`src/rtl/crypto_pkg.sv`:
```
// -----------------------------------------------------------------------------
// crypto_pkg
// Shared types and helpers for crypto_stream_unit and its keystream generator.
//   state_e        : FSM states (IDLE, READ, CALC, WRITE, FIN)
//   DEF_*          : default word width, LFSR feedback mask and rotate amount
//   MODE_ENC/DEC   : values of the mode input
//   rotl / rotr    : width-generic rotations on a 64-bit carrier word
// -----------------------------------------------------------------------------
package crypto_pkg;

  typedef enum logic [2:0] {
    ST_IDLE,
    ST_READ,
    ST_CALC,
    ST_WRITE,
    ST_FIN
  } state_e;

  localparam int DEF_DATA_W = 19;
  localparam logic [DEF_DATA_W-1:0] DEF_LFSR_TAPS = 19'h72000;
  localparam int DEF_ROT = 3;

  localparam logic MODE_ENC = 1'b0;
  localparam logic MODE_DEC = 1'b1;

  // Rotations operate on the low w bits of a wide carrier so that one pair of
  // functions serves any DATA_W up to ROT_MAX_W. With constant w and n they
  // reduce to plain wiring.
  localparam int ROT_MAX_W = 64;
  typedef logic [ROT_MAX_W-1:0] rot_word_t;

  function automatic rot_word_t width_mask(input int unsigned w);
    rot_word_t m;
    if (w >= ROT_MAX_W) m = '1;
    else                m = (rot_word_t'(1) << w) - rot_word_t'(1);
    return m;
  endfunction

  function automatic rot_word_t rotl(input rot_word_t x, input int unsigned w,
                                     input int unsigned n);
    rot_word_t   m;
    rot_word_t   v;
    rot_word_t   r;
    int unsigned s;
    m = width_mask(w);
    v = x & m;
    s = n % w;
    if (s == 0) r = v;
    else        r = ((v << s) | (v >> (w - s))) & m;
    return r;
  endfunction

  function automatic rot_word_t rotr(input rot_word_t x, input int unsigned w,
                                     input int unsigned n);
    rot_word_t   m;
    rot_word_t   v;
    rot_word_t   r;
    int unsigned s;
    m = width_mask(w);
    v = x & m;
    s = n % w;
    if (s == 0) r = v;
    else        r = ((v >> s) | (v << (w - s))) & m;
    return r;
  endfunction

endpackage

```
`src/rtl/crypto_stream_unit_if.sv`:
```
// -----------------------------------------------------------------------------
// crypto_stream_unit_if
// SoC data-memory port: combinational read, write captured at posedge.
//   mem_addr     : word address (master -> memory)
//   mem_write    : write strobe (master -> memory)
//   mem_data_out : write data   (master -> memory)
//   mem_data_in  : read data for the current mem_addr (memory -> master)
// -----------------------------------------------------------------------------
interface crypto_stream_unit_if #(
  parameter int DATA_W = 19,
  parameter int ADDR_W = 10
);
  logic [ADDR_W-1:0] mem_addr;
  logic              mem_write;
  logic [DATA_W-1:0] mem_data_out;
  logic [DATA_W-1:0] mem_data_in;

  modport master (output mem_addr, output mem_write, output mem_data_out,
                  input  mem_data_in);
  modport slave  (input  mem_addr, input  mem_write, input  mem_data_out,
                  output mem_data_in);
endinterface

```
`src/rtl/crypto_keystream.sv`:
```
// -----------------------------------------------------------------------------
// crypto_keystream
// Galois LFSR keystream generator.
//   clk, rst  : clock, asynchronous active-low reset
//   load      : load seed (a zero seed is replaced by 1 so the LFSR never locks)
//   advance   : step the LFSR once
//   seed      : value loaded on load
//   ks        : current keystream word
// -----------------------------------------------------------------------------
module crypto_keystream
  import crypto_pkg::*;
#(
  parameter int                DATA_W    = DEF_DATA_W,
  parameter logic [DATA_W-1:0] LFSR_TAPS = DEF_LFSR_TAPS
) (
  input  logic              clk,
  input  logic              rst,
  input  logic              load,
  input  logic              advance,
  input  logic [DATA_W-1:0] seed,
  output logic [DATA_W-1:0] ks
);

  logic [DATA_W-1:0] ks_q;
  logic [DATA_W-1:0] ks_d;

  always_comb begin
    // NOTE: every always_comb output gets a default first so no path leaves it unassigned (no latch).
    ks_d = ks_q;
    if (load) begin
      ks_d = (seed == '0) ? DATA_W'(1) : seed;
    end else if (advance) begin
      ks_d = (ks_q >> 1) ^ (ks_q[0] ? LFSR_TAPS : '0);
    end
  end

  // NOTE: all flops, datapath included, clear on reset so every output reads 0 as soon as rst falls.
  always_ff @(posedge clk or negedge rst) begin
    if (!rst) begin
      ks_q <= '0;
    end else begin
      // NOTE: sequential state uses <= so all flops update together from pre-edge values.
      ks_q <= ks_d;
    end
  end

  assign ks = ks_q;

endmodule

```
`src/rtl/crypto_stream_unit.sv`:
```
// -----------------------------------------------------------------------------
// crypto_stream_unit
// Reads `length` words from input_addr, encrypts/decrypts each with an LFSR
// keystream plus a fixed rotation, writes results to result_addr, then pulses
// done. Three cycles per word (READ, CALC, WRITE).
//   clk, rst      : clock, asynchronous active-low reset
//   start         : one-cycle request, accepted only in IDLE
//   mode          : MODE_ENC / MODE_DEC, latched at start
//   key           : LFSR seed, latched at start
//   input_addr    : source base, latched at start
//   result_addr   : destination base, latched at start
//   length        : word count, latched at start
//   mem           : memory port (master side of crypto_stream_unit_if)
//   busy          : high in every state except IDLE
//   done          : one-cycle pulse, the cycle after FIN
// Build option: define CRYPTO_CHAIN_EN for block chaining (previous ciphertext
// word is folded into each result).
// -----------------------------------------------------------------------------
module crypto_stream_unit
  import crypto_pkg::*;
#(
  parameter int                DATA_W    = DEF_DATA_W,
  parameter int                ADDR_W    = 10,
  parameter int                ROT       = DEF_ROT,
  parameter logic [DATA_W-1:0] LFSR_TAPS = DEF_LFSR_TAPS
) (
  input  logic              clk,
  input  logic              rst,
  input  logic              start,
  input  logic              mode,
  input  logic [DATA_W-1:0] key,
  input  logic [ADDR_W-1:0] input_addr,
  input  logic [ADDR_W-1:0] result_addr,
  input  logic [ADDR_W-1:0] length,
  crypto_stream_unit_if.master mem,
  output logic              busy,
  output logic              done
);

  state_e            state_q, state_d;
  logic              mode_q, mode_d;
  logic [ADDR_W-1:0] in_base_q, in_base_d;
  logic [ADDR_W-1:0] res_base_q, res_base_d;
  logic [ADDR_W-1:0] len_q, len_d;
  logic [ADDR_W-1:0] i_q, i_d;
  logic [DATA_W-1:0] din_q, din_d;
  logic [ADDR_W-1:0] mem_addr_q, mem_addr_d;
  logic              mem_write_q, mem_write_d;
  logic [DATA_W-1:0] mem_data_out_q, mem_data_out_d;
  logic              done_q, done_d;

  logic [DATA_W-1:0] ks;
  logic              ks_load;
  logic              ks_advance;
  logic [DATA_W-1:0] res;
  logic [DATA_W-1:0] chain_mix;
  logic [ADDR_W-1:0] i_next;

`ifdef CRYPTO_CHAIN_EN
  logic [DATA_W-1:0] prev_q, prev_d;
  assign chain_mix = prev_q;
`else
  assign chain_mix = '0;
`endif

  assign i_next = i_q + ADDR_W'(1);

  crypto_keystream #(
    .DATA_W   (DATA_W),
    .LFSR_TAPS(LFSR_TAPS)
  ) u_keystream (
    .clk    (clk),
    .rst    (rst),
    .load   (ks_load),
    .advance(ks_advance),
    .seed   (key),
    .ks     (ks)
  );

  // Result of the current word, consumed only in CALC.
  always_comb begin
    if (mode_q == MODE_ENC) begin
      res = DATA_W'(rotl(rot_word_t'(din_q ^ ks ^ chain_mix), DATA_W, ROT));
    end else begin
      res = DATA_W'(rotr(rot_word_t'(din_q), DATA_W, ROT)) ^ ks ^ chain_mix;
    end
  end

  // Memory outputs are registered, so each is set on the edge that enters the
  // state using it: the READ address on entry to READ, write fields on entry
  // to WRITE. In other states mem_addr simply keeps its last value.
  always_comb begin
    state_d        = state_q;
    mode_d         = mode_q;
    in_base_d      = in_base_q;
    res_base_d     = res_base_q;
    len_d          = len_q;
    i_d            = i_q;
    din_d          = din_q;
    mem_addr_d     = mem_addr_q;
    mem_write_d    = 1'b0;
    mem_data_out_d = mem_data_out_q;
    done_d         = (state_q == ST_FIN);
    ks_load        = 1'b0;
    ks_advance     = 1'b0;
`ifdef CRYPTO_CHAIN_EN
    prev_d         = prev_q;
`endif

    unique case (state_q)
      ST_IDLE: begin
        if (start) begin
          mode_d     = mode;
          in_base_d  = input_addr;
          res_base_d = result_addr;
          len_d      = length;
          i_d        = '0;
          ks_load    = 1'b1;
`ifdef CRYPTO_CHAIN_EN
          prev_d     = '0;
`endif
          if (length == '0) begin
            state_d = ST_FIN;
          end else begin
            state_d    = ST_READ;
            mem_addr_d = input_addr;
          end
        end
      end
      ST_READ: begin
        din_d   = mem.mem_data_in;
        state_d = ST_CALC;
      end
      ST_CALC: begin
        ks_advance     = 1'b1;
        mem_addr_d     = res_base_q + i_q;
        mem_write_d    = 1'b1;
        mem_data_out_d = res;
`ifdef CRYPTO_CHAIN_EN
        prev_d         = (mode_q == MODE_ENC) ? res : din_q;
`endif
        state_d        = ST_WRITE;
      end
      ST_WRITE: begin
        i_d = i_next;
        if (i_next == len_q) begin
          state_d = ST_FIN;
        end else begin
          state_d    = ST_READ;
          mem_addr_d = in_base_q + i_next;
        end
      end
      ST_FIN: begin
        state_d = ST_IDLE;
      end
      default: begin
        state_d = ST_IDLE;
      end
    endcase
  end

  always_ff @(posedge clk or negedge rst) begin
    if (!rst) begin
      state_q        <= ST_IDLE;
      mode_q         <= 1'b0;
      in_base_q      <= '0;
      res_base_q     <= '0;
      len_q          <= '0;
      i_q            <= '0;
      din_q          <= '0;
      mem_addr_q     <= '0;
      mem_write_q    <= 1'b0;
      mem_data_out_q <= '0;
      done_q         <= 1'b0;
`ifdef CRYPTO_CHAIN_EN
      prev_q         <= '0;
`endif
    end else begin
      state_q        <= state_d;
      mode_q         <= mode_d;
      in_base_q      <= in_base_d;
      res_base_q     <= res_base_d;
      len_q          <= len_d;
      i_q            <= i_d;
      din_q          <= din_d;
      mem_addr_q     <= mem_addr_d;
      mem_write_q    <= mem_write_d;
      mem_data_out_q <= mem_data_out_d;
      done_q         <= done_d;
`ifdef CRYPTO_CHAIN_EN
      prev_q         <= prev_d;
`endif
    end
  end

  assign mem.mem_addr     = mem_addr_q;
  assign mem.mem_write    = mem_write_q;
  assign mem.mem_data_out = mem_data_out_q;
  assign busy             = (state_q != ST_IDLE);
  assign done             = done_q;

endmodule

```
`src/flat_wrapper.sv`:
```
// flat-port wrapper written by rule: the top's interface ports become plain ports
module crypto_stream_unit_flat import crypto_pkg::*;
#(
  parameter int                DATA_W    = DEF_DATA_W,
  parameter int                ADDR_W    = 10,
  parameter int                ROT       = DEF_ROT,
  parameter logic [DATA_W-1:0] LFSR_TAPS = DEF_LFSR_TAPS
)
  (clk, rst, start, mode, key, input_addr, result_addr, length, busy, done, mem_mem_addr, mem_mem_write, mem_mem_data_out, mem_mem_data_in);
  crypto_stream_unit_if #(.DATA_W(DATA_W), .ADDR_W(ADDR_W)) mem_i ();
  input  logic clk;
  input  logic rst;
  input  logic start;
  input  logic mode;
  input  logic [DATA_W-1:0] key;
  input  logic [ADDR_W-1:0] input_addr;
  input  logic [ADDR_W-1:0] result_addr;
  input  logic [ADDR_W-1:0] length;
  output logic busy;
  output logic done;
  output wire logic [$bits(mem_i.mem_addr)-1:0] mem_mem_addr;
  output wire logic [$bits(mem_i.mem_write)-1:0] mem_mem_write;
  output wire logic [$bits(mem_i.mem_data_out)-1:0] mem_mem_data_out;
  input wire logic [$bits(mem_i.mem_data_in)-1:0] mem_mem_data_in;
  assign mem_mem_addr = mem_i.mem_addr;
  assign mem_mem_write = mem_i.mem_write;
  assign mem_mem_data_out = mem_i.mem_data_out;
  assign mem_i.mem_data_in = mem_mem_data_in;
  crypto_stream_unit #(.DATA_W(DATA_W), .ADDR_W(ADDR_W), .ROT(ROT), .LFSR_TAPS(LFSR_TAPS)) u_core (.clk(clk), .rst(rst), .start(start), .mode(mode), .key(key), .input_addr(input_addr), .result_addr(result_addr), .length(length), .mem(mem_i), .busy(busy), .done(done));
endmodule
```
`config.mk`:
```
export PLATFORM = sky130hd
export DESIGN_NAME = crypto_stream_unit_flat
export DESIGN_NICKNAME = d
export VERILOG_FILES = /design/src/rtl/crypto_pkg.sv /design/src/rtl/crypto_stream_unit_if.sv /design/src/rtl/crypto_keystream.sv /design/src/rtl/crypto_stream_unit.sv /design/src/flat_wrapper.sv
export SDC_FILE = /design/constraint.sdc
export NUM_CORES = 1
export LEC_CHECK = 0
export ABC_CLOCK_PERIOD_IN_PS = 2700
export CAP_MARGIN = 20
export CORE_MARGIN = 2
export CORE_UTILIZATION = 35
export CTS_BUF_LIST = sky130_fd_sc_hd__clkbuf_4 sky130_fd_sc_hd__clkbuf_8
export CTS_CLUSTER_DIAMETER = 60
export DETAILED_ROUTE_END_ITERATION = 8
export MAX_ROUTING_LAYER = met4
export SYNTH_ARGS = -nofsm -noshare
export SYNTH_HDL_FRONTEND = slang
export SYNTH_HIERARCHICAL = 1
export SYNTH_SLANG_ARGS = --single-unit
```
`constraint.sdc`:
```
create_clock -name clk -period 2.7 [get_ports clk]
set_input_delay 0.405 -clock clk [delete_from_list [all_inputs] [get_ports clk]]
set_output_delay 0.405 -clock clk [all_outputs]
set_load 0.02 [all_outputs]
```
==> results.ini <==
[run_status]
status=complete, no violations

[yosys]
synth_nets=727
synth-seq-cells=113
synthCells=634
netlist_top_cells_area=dfrtp_1 44%, mux2_2 8.4%, xnor2_1 5.6%, nand2_1 4.0%, ha_1 3.7%
synth_largest_area_cell=dfrtp_1
ys_async_sr_fraction_pct=100
avgSynthCellArea_um2=10.1
synth_flop_cell=dfrtp_1
synth_edf_count=0
synth_warnings=6
synth_cell_types=58
ys_seq_area_share_pct=44.1
synth_area_um2=6410
yosys.area.top_type_share_pct=44.1

[route]
wl_per_cell_um=17.1
drtPass1Iterations=5
num_vias=5134
remaining_drc_errors=0
wirelength_mm=17.3
via_per_inst=5.10
drtAntennaViolNets=0
drtIter0Drc=336

[run]
cap_viol_max_count=0

[final_layout]
final_common_cell=dfrtp_1
multi_input_area_um2=3630
seqCellArea_um2=2830
nFillCells=1610
fin_area_um2=8640
fin_nets=858
area_delta_synth_final_pct=34.8
final_cell_mix=112 x dfrtp_1, 102 x clkdlybuf4s50_1, 67 x nand2_1
diodes=0
drive_above_1_share_pct=22.0

[timing]
setup_viol=0
period_needed_ns=2.68
tightest_slew_ns=0.719
fmax_mhz=373
slew_violations=0
holdWs_ns=0.467
period_share_pct=99.2
rsz0062_at_grt=true
relSlewSlack_pct=51.7
finalHoldViolCount=0
skew_ns=0.0141

[grt]
grt_start_max_net_pins=46
antenna_found_initial=0
first_global_vias=5288
grt_usage_pct=18.2
overflow=0
grt_pass1_wl_mm=27.1

[clock_tree]
root_buffer=clkbuf_8
clkSinkCount=113
cts_tree=built
htree_levels=4
cts_buffers=17
insertion_delay_ns=0.46
clk_pin_slew_worst_paths_ns=0.08
cts_max_path_buffers=2

[die]
ioPinCount=104
core_area_um2=18000
num_rows=49
start_util_pct=35.7
die-width_um=139
die_area_um2=19400
die_h_um=139

[critical_path]
crit_required_ns=3.03
critPathArrivalTime_ns=3.01
start_kind=flip-flop
path_class=flip-flop to flip-flop
crit_path_max_fanout=5
critPathCaptureType=flip-flop

[worst_hold_path]
hp-class=input port to asynchronous set/reset pin

[placed_design]
dpl_cell_area_um2=7820
hpwl_mm=12.8
gp_congestion=0.843
numPortBuffers=103

[power]
cellPowerDensity_nw_per_um2=1270
vdd_ir_drop_max_uv=567
cellLeakagePower_nw=3.65

sequential cells by signal, indices dropped and copies added, names as in the netlist:
register / count
u_core/res_base_q: 10
u_core/i_q: 10
u_core/in_base_q: 10
u_core/din_q: 19
u_core/done: 1
u_core/mode_q: 1
u_core/len_q: 10
u_core/mem.mem_data_out: 19
u_core/state_q: 3
u_core/u_keystream/ks: 19
u_core/mem.mem_write: 1
u_core/mem.mem_addr: 10
worst paths after layout:
kind,to,cells past startpoint,slack (ns),startpoint
setup / recovery,u_core/mem.mem_addr[9]$_DFFE_PN0P_,11,0.02,u_core/i_q[1]$_DFFE_PN0P_
hold / removal,u_core/in_base_q[0]$_DFFE_PN0P_,2,0.47,rst
setup reg to reg,u_core/mem.mem_addr[9]$_DFFE_PN0P_,11,0.02,u_core/i_q[1]$_DFFE_PN0P_
hold reg to reg,u_core/mem.mem_data_out[14]$_DFFE_PN0P_,2,0.49,u_core/mem.mem_data_out[14]$_DFFE_PN0P_
max in group asynchronous,u_core/u_keystream/ks[6]$_DFFE_PN0P_,3,1.41,rst
min in group clk,u_core/mem.mem_data_out[14]$_DFFE_PN0P_,2,0.49,u_core/mem.mem_data_out[14]$_DFFE_PN0P_
layout make-up:
| cell class | instances | share of cell area, % |
|---|---|---|
| Multi-Input combinational cell | 469 | 42.0 |
| Clock buffer | 18 | 2.79 |
| Tap cell | 229 | 3.31 |
| Timing Repair Buffer | 145 | 16.0 |
| Clock inverter | 14 | 2.35 |
| Inverter | 19 | 0.825 |
| Sequential cell | 113 | 32.7 |
layer usage:
layer | vias to the layer above | routed length (um) | track usage [%]
li1 | 2463 | - | -
met1 | 2501 | 7200 | 21.3
met2 | 143 | 8910 | 30.9
met3 | 27 | 764 | 3.89
met4 | 0 | 374 | 6.70
met5 | - | 0 | -
cell families after synthesis:
group                      after synthesis  synth area share, %
xor gates and xnor gates                71                 10.3
buffers and inverters                   52                 3.45
and+or+nand+nor                        172                 12.8
muxes                                   79                 13.8
adders and majority gates               21                 4.33
AOI/OAI and AO/OA                      126                 11.2
DFF                                    113                 44.1
power by group:
group	total, W	internal (W)	switching [W]	leakage [nW]
combinational	0.00582	0.00298	0.00284	2.05
clock	0.00180	0.00103	0.000767	0.222
sequential	0.00340	0.00251	0.000887	1.38
total	0.0110	0.00652	0.00450	3.65
through the flow:
stage | power, W | cells | utilization (%) | worst slack [ns] | setup TNS (ns)
floorplan | 0.00695 | 634 | - | 0.00478 | 0
global placement | 0.00864 | 963 | 43.5 | -0.0527 | -0.0561
detailed placement | 0.00875 | 963 | 43.5 | -0.179 | -0.953
CTS | 0.0107 | 999 | 46.6 | -0.0182 | -0.0182
global route | 0.0118 | 1007 | 48.1 | -0.0534 | -0.0856
finish | 0.0110 | 1007 | 48.1 | 0.0217 | 0
synthesized netlist by cell type, types with 4 or more instances:
cell,count
o21ai_0,45
buf_2,6
a21oi_1,32
nor2b_1,10
xor2_1,27
xnor2_1,41
ha_1,19
buf_1,4
a211oi_1,4
nand2_1,68
nor3_1,12
nor2_1,44
clkbuf_1,19
mux2_4,7
o21ai_1,17
o22ai_1,5
mux2i_1,23
mux2_2,48
nand3_1,12
inv_1,17
dfrtp_1,113
timing repair:
item	CTS	global route
hold endpoints to repair	34	0
setup endpoints to repair	9	4
gates resized for setup	16	33
cloned	0	0
hold buffers	1	0
buffers inserted	3	8
pin swaps	3	15
worst max-delay path, stage by stage (launching register included):
cell and delay [ns]:
dfrtp_1 0.38, buf_6 0.13, nand4_4 0.13, or3_4 0.35
buf_4 0.17, xnor2_2 0.14, ha_2 0.33, nand4_1 0.13
a21o_1 0.21, a32oi_1 0.20, o21ai_1 0.12, mux2_4 0.27
Note: power is estimated with default switching activity, not from simulation.
==> patch 1: new RTL, same flow settings <==
Re-encode `state_e` (5 states) as one-hot, 5 bits wide.
--- a/src/rtl/crypto_pkg.sv
+++ b/src/rtl/crypto_pkg.sv
@@ -8,12 +8,12 @@
 // -----------------------------------------------------------------------------
 package crypto_pkg;
 
-  typedef enum logic [2:0] {
-    ST_IDLE,
-    ST_READ,
-    ST_CALC,
-    ST_WRITE,
-    ST_FIN
+  typedef enum logic [4:0] {
+    ST_IDLE  = 5'b00001,
+    ST_READ  = 5'b00010,
+    ST_CALC  = 5'b00100,
+    ST_WRITE = 5'b01000,
+    ST_FIN   = 5'b10000
   } state_e;
 
   localparam int DEF_DATA_W = 19;
Check against the original RTL: same outputs for any inputs over 4 cycles, from zero or initial values and one cycle with rst low; so few cycles prove little.
==> patch 1 against the unedited design <==
Cell area shrank 3.7%. Worst setup slack better by 56 ps. Sequential cell count is 2 higher. Routed wire length increased by 0.97%. Total power shrank 20%. Via count up 3.1%. Clock skew fell by 1.4 ps. Area after synthesis rose by 0.80%.
==> patch 1: results (changes against the unedited design) <==
Status
  • Status: finished clean

Cells and area
  • Seq Cell Count: 115 (+1.8%)
  • Sequential cell area share: 0.346 (+0.0186)
  • Layout net count: 928 (+8.2%)
  • Inverter count: 18 (-1)

Setup path
  • Reg2Reg Setup Slack: 80 ps (+60 ps)
  • CP peak stage delay: 400 ps (+20 ps)
  • Worst r2r path cells: 12 (+1)
  • Reg-to-reg startpoint: u_core/i_q[0]

Route
  • Wl on met1: 9000 um (+25%)
  • 1st-iter DRT viols: 457 (+36%)
  • DR pass1 iterations: 8 (+3)

Synth
  • Synth Area in XOR/XNOR: 0.0999 (-0.00353)
  • Most frequent cells after synthesis: nand2_1, dfrtp_1, nor2_1
  • Synth top area cells: dfrtp_1, nand2_1, xnor2_1, xor2_1, ha_1
  • Seq/Total Area, Yosys: 0.445 (+0.00444)
  • Cells after Synth: 718 (+13%)

STA
  • Clock skew: 12.7 ps (-1.45 ps)
  • Rel. slew slack: 0.443 (-0.0742)

Placed design
  • Placer Congestion: 0.871 (+3.3%)
  • Detailed Place HPWL: 13000 um (+1.6%)

Min path
  • Class of the worst hold path: reg2reg

GRT
  • Largest net degree at the start of global routing: 51 (+11%)
  • Met1 GRT Util: 0.276 (+0.0627)
  • First-pass GRT wire length: 27400 um (+1.3%)

Power
  • Clk network pwr share: 0.205 (+0.042)
## patch 1: cell count changes after synthesis, moves of 4 or more
| cell | before | now |
|---|---|---|
| mux2_2 | 48 | 11 |
| nor3_1 | 12 | 7 |
| nor2_1 | 44 | 54 |
| xnor2_1 | 41 | 36 |
| nor2b_1 | 10 | 6 |
| mux2_4 | 7 | 0 |
| buf_2 | 6 | 10 |
| nand2_1 | 68 | 176 |
| a21oi_1 | 32 | 36 |
| xor2_1 | 27 | 35 |
## patch 1: through the flow
stage / total power (uW) / area, um^2 / hold slack [ps] / setup slack, ps / utilization
after floorplan: 5540 / 6460 / 109 / 61.3 / -
after global placement: 6920 / 7850 / 443 / 31.7 / 0.435
after detailed placement: 6980 / 7850 / 450 / -18.7 / 0.435
after CTS: 8810 / 8290 / 468 / 22.6 / 0.460
after global routing: 9390 / 8330 / 465 / -44.2 / 0.462
final: 8760 / 8330 / 479 / 77.6 / 0.462
==> patch 2: new RTL, same settings <==
Without the edit above. `DEF_DATA_W`: 19 -> 38.
--- a/src/rtl/crypto_pkg.sv
+++ b/src/rtl/crypto_pkg.sv
@@ -16,7 +16,7 @@
     ST_FIN
   } state_e;
 
-  localparam int DEF_DATA_W = 19;
+  localparam int DEF_DATA_W = 38;
   localparam logic [DEF_DATA_W-1:0] DEF_LFSR_TAPS = 19'h72000;
   localparam int DEF_ROT = 3;
 
Interface: changed (resized key, mem_mem_data_in and mem_mem_data_out); port bits go from 104 to 161. No check against the original RTL was run, so the function may have changed too.
==> patch 2 against the unedited design <==
The run now ends with DRC left. Worst setup slack better by 18 ps. Sequential cell count is 57 higher. Cell area is 38% higher. Clock power is 4% higher. Area after synthesis is 46% higher. Total power is 35% higher. Routed wire length is 48% higher.
==> patch 2: results (changes against the unedited design) <==
Status
  • Status: finished, violations left
  • Failing checks: DRC

Route
  • 1st-iter DRT viols: 539 (+60%)
  • DRC viols: 15 (+15)
  • WL/cell: 17.9 um (+4.6%)
  • Via/cell ratio: 5.07 (-0.48%)

Setup path
  • CP peak stage delay: 460 ps (+80 ps)
  • Largest delay contributor family on the critical path: compound AO/OA/AOI/OAI gates
  • CP Data Arrival Time: 3020 ps (about the same)
  • Crit Path Max Fanout: 4 (-1)
  • Critical-path top delay cell: dfrtp_2

Synth
  • Most frequent cells after synthesis: dfrtp_1, nand2_1, o21ai_1
  • Seq/Total Area, Yosys: 0.456 (+0.0148)
  • Synth top area cells: dfrtp_1, mux2_1, xnor2_1, xor2_1, o21ai_1
  • Syn Nets: 1039 (+43%)
  • Mean Syn Cell Area: 10.3 um^2 (+1.6%)

Power
  • Clk network pwr share: 0.127 (-0.036)
  • Logic gate share of total power: 0.527 (-0.002)

GRT
  • First-pass GRT wire length: 40100 um (+48%)
  • Vias in the first global route: 7274 (+38%)
  • Total track usage: 0.190 (+0.00751)
  • Met1 GRT Util: 0.243 (+0.0300)

Cells and area
  • Fillers: 2505 (+56%)
  • Fraction of layout cells with a size suffix above 1: 0.110 (-0.110)

Placed design
  • Placer Congestion: 0.867 (+2.8%)
  • Port Buf Inserts: 160 (+55%)
  • Detailed Place HPWL: 18800 um (+47%)
  • DP Area: 0.0114 mm^2 (+46%)

STA
  • Worst slew pin tran: 584 ps (-135 ps)
==> patch 2: through the flow <==
| stage | utilization | setup slack [ps] |
|---|---|---|
| global placement | 0.436 | 47.2 |
| global route | 0.458 | -77.2 |
| detailed placement | 0.436 | -2.58 |
| floorplan | - | 24.7 |
| finish | 0.458 | 40.0 |
| CTS | 0.453 | 29.7 |
==> patch 2: timing repair <==
item,in CTS,in global routing
pin swaps,0,10
endpoints found under the setup margin,2,10
buffers inserted,0,6
resized for setup,2,18
hold buffers,1,0
endpoints found under the hold margin,50,0
==> patch 2: worst paths after layout <==
path / from / end / slack (ps) / depth (start not counted)
setup / recovery: u_core/i_q[0] / u_core/mem.mem_addr[8] / 40 / 10
hold / removal: rst / u_core/mem.mem_data_out[37] / 430 / 2
setup reg to reg: u_core/i_q[0] / u_core/mem.mem_addr[8] / 40 / 10
hold reg to reg: u_core/mem.mem_data_out[15] / u_core/mem.mem_data_out[15] / 490 / 2
max in group asynchronous: rst / u_core/i_q[0] / 1500 / 3
min in group clk: result_addr[1] / u_core/res_base_q[1] / 470 / 3
==> patch 2: layout make-up <==
type                            count  area [um^2]  share of cell area
Timing Repair Buffer              202         1980               0.166
Clock buffer                       18          248              0.0207
Clock inverter                     14          173              0.0144
Sequential cell                   170         4260               0.356
Tap cell                          335          419              0.0350
Inverter                           17         63.8             0.00533
Multi-Input combinational cell    665         4820               0.403
Antenna cell                        1         2.50            0.000209
==> patch 2: cells by family (layout without fill, tap and decap cells) <==
family / after synthesis / after routing / synth area share
buf+inv: 73 / 251 / 0.0397
simple gates: 225 / 225 / 0.112
fa+ha+maj: 21 / 21 / 0.0298
xor+xnor: 112 / 112 / 0.107
mux: 120 / 120 / 0.143
compound gates: 187 / 187 / 0.113
other cells: 0 / 1 / 0
flops: 170 / 170 / 0.456
